File: src/rtl/pc_sequencer_if.sv
// Run-control bus between the CPU top and the program-counter sequencer.
// The master drives run/step/decode/breakpoint controls; the slave returns pc, issue and status.
interface pc_sequencer_if #(
  parameter int unsigned PC_W  = 8,
  parameter int unsigned CNT_W = 16
);
  logic             run;
  logic             step;
  logic             stall;
  logic             halt_req;
  logic             jump_valid;
  logic [PC_W-1:0]  jump_addr;
  logic             bp_en;
  logic [PC_W-1:0]  bp_addr;
  logic [PC_W-1:0]  pc;
  logic             issue;
  logic [1:0]       state;
  logic             halted;
  logic [CNT_W-1:0] retired;

  modport master (
    output run, step, stall, halt_req, jump_valid, jump_addr, bp_en, bp_addr,
    input  pc, issue, state, halted, retired
  );

  modport slave (
    input  run, step, stall, halt_req, jump_valid, jump_addr, bp_en, bp_addr,
    output pc, issue, state, halted, retired
  );
endinterface

File: src/rtl/pc_sequencer.sv
// Program counter and run control: run/step/halt modes, PC breakpoint, fetch stall,
// and a saturating retired-instruction counter. issue gates datapath writes.
module pc_sequencer #(
  parameter int unsigned PC_W     = 8,
  parameter int unsigned RESET_PC = 0,
  parameter int unsigned CNT_W    = 16
) (
  input logic            clk,
  input logic            rst,
  pc_sequencer_if.slave  bus
);

  localparam logic [1:0] ST_IDLE   = 2'b00;
  localparam logic [1:0] ST_RUN    = 2'b01;
  localparam logic [1:0] ST_HALTED = 2'b10;
  localparam logic [1:0] ST_BREAK  = 2'b11;

  logic [1:0]       state_q, state_d;
  logic [PC_W-1:0]  pc_q, pc_d, next_pc;
  logic [CNT_W-1:0] ret_q, ret_d;
  logic             step_q;
  logic             step_pend_q, step_pend_d;
  logic             halted_q;
  logic             step_rise;
  logic             step_mode;
  logic             issue_c;

  // Issue decision and the PC/counter/step bookkeeping that follows from it
  always_comb begin : datapath
    step_rise   = 1'b0;
    step_mode   = 1'b0;
    issue_c     = 1'b0;
    next_pc     = pc_q;
    pc_d        = pc_q;
    ret_d       = ret_q;
    step_pend_d = step_pend_q;

    step_rise = bus.step & ~step_q;
    step_mode = (state_q == ST_IDLE) || (state_q == ST_BREAK);
    issue_c   = ~bus.stall &
                ((state_q == ST_RUN) || (step_mode && (step_pend_q || step_rise)));

    if (bus.halt_req)        next_pc = pc_q;
    else if (bus.jump_valid) next_pc = bus.jump_addr;
    else                     next_pc = pc_q + PC_W'(1);

    if (issue_c) begin
      pc_d  = next_pc;
      ret_d = (ret_q == {CNT_W{1'b1}}) ? ret_q : ret_q + CNT_W'(1);
    end

    // A pending step survives stalls and is only meaningful in IDLE/BREAK
    if (!step_mode || issue_c) step_pend_d = 1'b0;
    else if (step_rise)        step_pend_d = 1'b1;
  end

  always_comb begin : next_state
    state_d = state_q;
    if (issue_c && bus.halt_req) begin
      state_d = ST_HALTED;
    end else begin
      case (state_q)
        ST_IDLE: begin
          if (bus.run) state_d = ST_RUN;
        end
        ST_RUN: begin
          if (!bus.run)
            state_d = ST_IDLE;
          else if (issue_c && bus.bp_en && (next_pc == bus.bp_addr))
            state_d = ST_BREAK;
        end
        ST_BREAK: begin
          if (!bus.run || issue_c) state_d = ST_IDLE;
        end
        default: state_d = state_q;
      endcase
    end
  end

  always_ff @(posedge clk) begin : regs
    if (rst) begin
      state_q     <= ST_IDLE;
      pc_q        <= PC_W'(RESET_PC);
      ret_q       <= '0;
      step_q      <= 1'b0;
      step_pend_q <= 1'b0;
      halted_q    <= 1'b0;
    end else begin
      state_q     <= state_d;
      pc_q        <= pc_d;
      ret_q       <= ret_d;
      step_q      <= bus.step;
      step_pend_q <= step_pend_d;
      halted_q    <= (state_d == ST_HALTED);
    end
  end

  assign bus.pc      = pc_q;
  assign bus.issue   = issue_c;
  assign bus.state   = state_q;
  assign bus.halted  = halted_q;
  assign bus.retired = ret_q;

endmodule
File: src/flat_wrapper.sv
// flat-port wrapper written by rule: the top's interface ports become plain ports
module pc_sequencer_flat 
#(
  parameter int unsigned PC_W     = 8,
  parameter int unsigned RESET_PC = 0,
  parameter int unsigned CNT_W    = 16
)
  (clk, rst, bus_run, bus_step, bus_stall, bus_halt_req, bus_jump_valid, bus_jump_addr, bus_bp_en, bus_bp_addr, bus_pc, bus_issue, bus_state, bus_halted, bus_retired);
  pc_sequencer_if #(.PC_W(PC_W), .CNT_W(CNT_W)) bus_i ();
  input logic clk;
  input logic rst;
  input wire logic [$bits(bus_i.run)-1:0] bus_run;
  input wire logic [$bits(bus_i.step)-1:0] bus_step;
  input wire logic [$bits(bus_i.stall)-1:0] bus_stall;
  input wire logic [$bits(bus_i.halt_req)-1:0] bus_halt_req;
  input wire logic [$bits(bus_i.jump_valid)-1:0] bus_jump_valid;
  input wire logic [$bits(bus_i.jump_addr)-1:0] bus_jump_addr;
  input wire logic [$bits(bus_i.bp_en)-1:0] bus_bp_en;
  input wire logic [$bits(bus_i.bp_addr)-1:0] bus_bp_addr;
  output wire logic [$bits(bus_i.pc)-1:0] bus_pc;
  output wire logic [$bits(bus_i.issue)-1:0] bus_issue;
  output wire logic [$bits(bus_i.state)-1:0] bus_state;
  output wire logic [$bits(bus_i.halted)-1:0] bus_halted;
  output wire logic [$bits(bus_i.retired)-1:0] bus_retired;
  assign bus_i.run = bus_run;
  assign bus_i.step = bus_step;
  assign bus_i.stall = bus_stall;
  assign bus_i.halt_req = bus_halt_req;
  assign bus_i.jump_valid = bus_jump_valid;
  assign bus_i.jump_addr = bus_jump_addr;
  assign bus_i.bp_en = bus_bp_en;
  assign bus_i.bp_addr = bus_bp_addr;
  assign bus_pc = bus_i.pc;
  assign bus_issue = bus_i.issue;
  assign bus_state = bus_i.state;
  assign bus_halted = bus_i.halted;
  assign bus_retired = bus_i.retired;
  pc_sequencer #(.PC_W(PC_W), .RESET_PC(RESET_PC), .CNT_W(CNT_W)) u_core (.clk(clk), .rst(rst), .bus(bus_i));
endmodule
File: config.mk
export PLATFORM = sky130hd
export DESIGN_NAME = pc_sequencer_flat
export DESIGN_NICKNAME = d
export VERILOG_FILES = /design/src/rtl/pc_sequencer_if.sv /design/src/rtl/pc_sequencer.sv /design/src/flat_wrapper.sv
export SDC_FILE = /design/constraint.sdc
export NUM_CORES = 1
export LEC_CHECK = 0
export ABC_CLOCK_PERIOD_IN_PS = 5100
export BUFFER_PORTS_ARGS = -buffer_cell sky130_fd_sc_hd__buf_2
export CORE_MARGIN = 2
export CORE_UTILIZATION = 57
export DETAILED_ROUTE_END_ITERATION = 7
export PLACE_DENSITY = 0.85
export SLEW_MARGIN = 20
export SYNTH_ARGS = -nofsm -noshare
export SYNTH_HDL_FRONTEND = slang
export SYNTH_SLANG_ARGS = --single-unit
File: constraint.sdc
create_clock -name clk -period 5.1 [get_ports clk]
set_clock_uncertainty 0.15 [all_clocks]
set_input_delay 1.02 -clock clk [delete_from_list [all_inputs] [get_ports clk]]
set_output_delay 1.02 -clock clk [all_outputs]
set_load 0.01 [all_outputs]
=== After elaboration in Yosys (flattened, before gate mapping) ===
Cells that the tools add are included.

* Register bits after elaboration: 29
* Input bits: 24
* Logic and storage cells: 40

* Add/subtract/negate cells: 2
* Equality and inequality tests: 5
* Multiplexer cells: 8
* Bitwise gates (word level): 5
* Reduce and logical (&&, ||, !) cells: 14

{| class="wikitable"
|+ Operators by type and width
! kind !! count
|-
| $add A16 B1 Y16 const B || 1
|-
| $eq A16 B16 Y1 const B || 1
|-
| $mux W8 || 2
|-
| $mux W2 || 5
|-
| $add A8 B1 Y8 const B || 1
|-
| $eq A8 B8 Y1 || 1
|-
| $pmux W2 S3 || 1
|-
| $logic_or A1 B1 Y1 || 5
|-
| $eq A2 B2 Y1 const B || 2
|-
| $logic_and A1 B1 Y1 || 4
|-
| $not A1 Y1 || 3
|-
| $and A1 B1 Y1 || 2
|-
| $eq A2 B1 Y1 const B || 1
|-
| $logic_not A1 Y1 || 2
|-
| $logic_not A2 Y1 || 1
|-
| $reduce_and A2 Y1 || 1
|-
| $reduce_or A2 Y1 || 1
|}

=== Depth between registers and ports, before layout ===
* Depth after elaboration: 13
* Depth in mapped cells: 8
* Gate-level depth less buffers: 8

=== Worst setup path before layout ===
No wires, ideal clock.

* Path kind: input -> output
* Start point: in bus_step
* End point: out bus_issue
* Arrival time: 1.693 ns
* Required time: 3.930 ns
* Path slack: 2.237 ns
* Cell stages on the path: 4
* Path buffers: 0
* Cells stage by stage: nor2b_1 -> o21ba_2 -> o21ai_1 -> inv_1

* Cells in the longest elaborated chain, start to end: 5

{| class="wikitable"
|+ Ends and longest elaborated chain
! item !! RTL line !! text
|-
| start, declared || flat_wrapper.sv:13 || <nowiki>input wire logic [$bits(bus_i.step)-1:0] bus_step;</nowiki>
|-
| $and A1 B1 Y1 || pc_sequencer.sv:38 || <nowiki>step_rise = bus.step & ~step_q;</nowiki>
|-
| $logic_or A1 B1 Y1 || pc_sequencer.sv:41 || <nowiki>((state_q == ST_RUN) || (step_mode && (step_pend_q || step_rise)));</nowiki>
|-
| $logic_and A1 B1 Y1 || pc_sequencer.sv:41 ||
|-
| $logic_or A1 B1 Y1 || pc_sequencer.sv:41 ||
|-
| $and A1 B1 Y1 || pc_sequencer.sv:40 || <nowiki>issue_c = ~bus.stall &</nowiki>
|-
| end, declared || flat_wrapper.sv:21 || <nowiki>output wire logic [$bits(bus_i.issue)-1:0] bus_issue;</nowiki>
|}

No other way between the ends.

=== Worst setup path in the final report ===
* Start point: reg u_core.state_q[0] (netlist: u_core.bus.state[0])
* End point: out bus_issue

* Cells in the longest elaborated chain, start to end: 5
* Elaborated cells between the ends (all ways): 7
* Those cells by class: eq/ne: 2; bitwise: 1; reduce/logical: 4

{| class="wikitable"
|+ Ends and longest elaborated chain
! item !! RTL line !! text
|-
| start, declared || pc_sequencer.sv:18 || <nowiki>logic [1:0] state_q, state_d;</nowiki>
|-
| start signal, assigned || pc_sequencer.sv:89 || <nowiki>state_q <= state_d;</nowiki>
|-
| $eq A2 B2 Y1 / $logic_not A2 Y1 (equally long branches) || pc_sequencer.sv:39 || <nowiki>step_mode = (state_q == ST_IDLE) || (state_q == ST_BREAK);</nowiki>
|-
| $logic_or A1 B1 Y1 || pc_sequencer.sv:39 ||
|-
| $logic_and A1 B1 Y1 || pc_sequencer.sv:41 ||
|-
| $logic_or A1 B1 Y1 * || pc_sequencer.sv:41 ||
|-
| $and A1 B1 Y1 * || pc_sequencer.sv:40 ||
|}

Mark *: on every way between the ends. The rest lies on a longest branch, timed or not.

==> impl_metrics.yaml <==
clock_tree:
  hold_buffers: 0
  cts_max_level: 2
  tritoncts: "yes"
  cts.repair.resized: 0
  clockBufferDepth: 2
  clkTransAtPathRegs_ps: 90
  postCtsSetupBuffers: 0
  numCtsBuffers: 5
  clock-sinks: 29
  root_buffer: "clkbuf_4"
  clock_latency_ps: 340
pwr:
  ir_worst_vdd_mv: 0.1918
  leakage_nw: 0.9299
  power.density_mw_per_mm2: 212.0
  totalPowerFinal_w: 0.0004839
route:
  drt_iter0_drc: 182
  wl_mm: 4.784
  wl_per_cell_um: 13.83
  dr.pass1.iters: 4
  vias: 2044
  final_antenna_net_count: 0
  viasPerCell: 5.908
  drc: 0
sta:
  whs_ps: 394.0
  hold_viol: 0
  setup_viol: 0
  max_clock_freq_ghz: 0.3050
  worst_slew_pin_slew_ps: 603.8
  rsz0062_at_grt: "no"
  period_share_pct: 64.30
  tns_ps: 0
  finalWorstSetupSlack_ps: 1821
  drv_slew: 0
  min_period_ps: 3279
  slew_headroom_pct: 59.50
cells_and_area:
  antennaDiodeCount: 0
  area_growth_pct: 16.25
  stdcell_count: 346
  layout-drive-gt1-share_pct: 22.00
  fill_cells: 293
  nNetsFinal: 331
yosys:
  synth_top_area_share_pct: 29.57
  synthCells: 252
  synthArstFlopShare_pct: 0
  syn-num-nets: 282
  synth_seq_cells: 29
  ys.warnings.count: 0
  yosys.area.top_type: "dfxtp_1"
  synth.yosys.seq_area_share_pct: 29.57
  syn_area_mm2: 0.001963
  syn_avg_cell_area_um2: 7.790
  synth-main-ff-cell: "dfxtp_1"
  synthTopCellsByArea: "dfxtp_1 (30%), xnor2_1 (5.8%), nor2_1 (5.7%), nand2_1 (4.0%), ha_1 (3.8%)"
  synth_edf_count: 0
  synthDistinctLibCells: 53
placement:
  portBuffers: 51
  place_inst: 340
  preCtsSetupSlack_ps: 1805
  gp_congestion: 0.8289
  post-dp-hpwl_mm: 3.463
floorplan:
  die_w_um: 62.69
  coreArea_mm2: 0.003311
  rows: 21
  ios: 52
  start_util_pct: 59.30
  die_h_um: 62.69
  dieArea_mm2: 0.003929
worst_setup_path:
  critPathLaunchType: "flip-flop"
  r2r_slack_ps: 2590
  worst_path_most_repeated_cell: "inv_1"
  endpoint_kind: "output pin"
  r2r-end: "u_core.bus.halted"
  cp_data_required_time_ps: 3930
  slowest_stage: "dfxtp_1"
  r2r-start: "u_core.bus.state[0]"
  critPathMaxStageDelay_ps: 450
  crit_chain: "inv_1 > ha_1 > o21ba_2 > o21ai_1 > buf_4 > inv_1 > buf_2"
  crit_type: "flip-flop to output pin"
  worstPathMaxFanout: 13
  worstRegToRegCells: 8
  worst_ep_arrival_time_ps: 2110
min_path:
  worstHoldEndpoint: "u_core.bus.pc[7]"
  min-delay-start: "u_core.bus.pc[7]"
  hold_path.class: "flip-flop to flip-flop"
  holdPathStages: 2
global_routing:
  grt_pass1_vias: 1895
  grt_max_degree: 31
  use_met1_pct: 29.97
  grt_pass1_wl_mm: 8.211
  grt_use_met2_pct: 44.22
  antenna_found_initial: 0
  use_met3_pct: 7.568
  grtUsageTotal_pct: 25.86
  grt-ovfl-total: 0
  top_usage_layer: "met2"
outcome:
  status: "complete, no violations"
job:
  drv_cap: 0
==> final cells by class <==
type                    instances  area [um^2]  area share (%)
well taps                      46        57.56           2.522
clock inverters                 1        5.005          0.2193
flip-flops and latches         29        580.6           25.44
clock buffers                   5        37.54           1.645
inverters                      10        37.54           1.645
multi-input cells             203         1301           57.02
repair buffers                 52        262.8           11.51
==> cells in the mapped netlist, types with 2 or more instances <==
cell and instances:
inv_1 10, o21ai_0 10, o221ai_1 2, buf_2 5, nor2_1 30, nand2b_1 3
dfxtp_1 29, nor3b_1 2, a211o_1 2, nor4bb_1 2, and4_1 4, nand3_1 12
nand4_1 4, nand2_1 21, ha_1 6, nor3_1 13, and4_4 2, xor2_1 6
nor2b_1 6, a211oi_1 6, o21ai_1 2, a311oi_1 3, mux2i_1 3, a21oi_1 14
a41oi_1 2, o31ai_1 2, a21o_1 4, a31o_2 2, nand3b_1 3, or3_1 2
clkbuf_1 5, nor4b_1 2, xnor2_1 13
==> cells by family after synthesis <==
group | count (synthesis) | synth area share [%]
xor+xnor | 19 | 8.477
flops | 29 | 29.57
compound gates | 62 | 22.05
buf+inv | 20 | 4.143
simple gates | 113 | 30.40
fa+ha+maj | 6 | 3.824
mux | 3 | 1.530
==> layout by cell type (no fill, tap or decap), types with 5 or more instances in the layout <==
master and instances:
nand2_1 21, clkbuf_4 5, buf_2 51, nor2_1 30, dfxtp_1 29, nand3_1 12, xor2_1 6, inv_1 10
nor2b_1 6, a211oi_1 6, nor3_1 13, o21ai_0 10, ha_1 6, xnor2_1 13, a21oi_1 14
==> flip-flops by register name, indices dropped and copies added, names as in the netlist <==
name	cells
u_core.step_q	1
u_core.bus.retired	16
u_core.bus.halted	1
u_core.bus.pc	8
u_core.step_pend_q	1
u_core.bus.state	2
==> power by group <==
part           internal [W]  switching (W)
registers          0.000234      0.0000127
logic             0.0000474      0.0000635
clock network     0.0000476      0.0000786
==> stage by stage <==
stage | instance area, um^2 | util [%]
2_1_floorplan | 1963 | -
3_3_place_gp | 2240 | 67.65
3_5_place_dp | 2240 | 67.65
4_1_cts | 2282 | 68.93
5_1_grt | 2282 | 68.93
6_report | 2282 | 68.93
==> critical path: cells and delay by family (launching register included) <==
kind | cells | cell delay, ps
buffers and inverters | 4 | 670
adders and majority gates | 1 | 330
DFF | 1 | 450
AOI/OAI and AO/OA | 2 | 320
==> per-layer routing <==
layer | vias up | share of wire [%]
met4 | 0 | 1.7
met1 | 956 | 43
li1 | 1015 | -
met3 | 9 | 6.8
met2 | 64 | 48
met5 | - | 0
==> worst max-delay path by stage <==
stage | slack [ps] | to | depth (start not counted) | start
global route | 1710 | bus_issue | 7 | u_core.bus.state[0]
finish | 1820 | bus_issue | 7 | u_core.bus.state[0]
CTS | 1820 | bus_issue | 7 | bus_step
detailed placement | 1810 | bus_issue | 7 | bus_step
global placement | 1870 | bus_issue | 7 | bus_step
floorplan | 2240 | bus_issue | 4 | bus_step
Note: power is estimated with default switching activity, not from simulation.
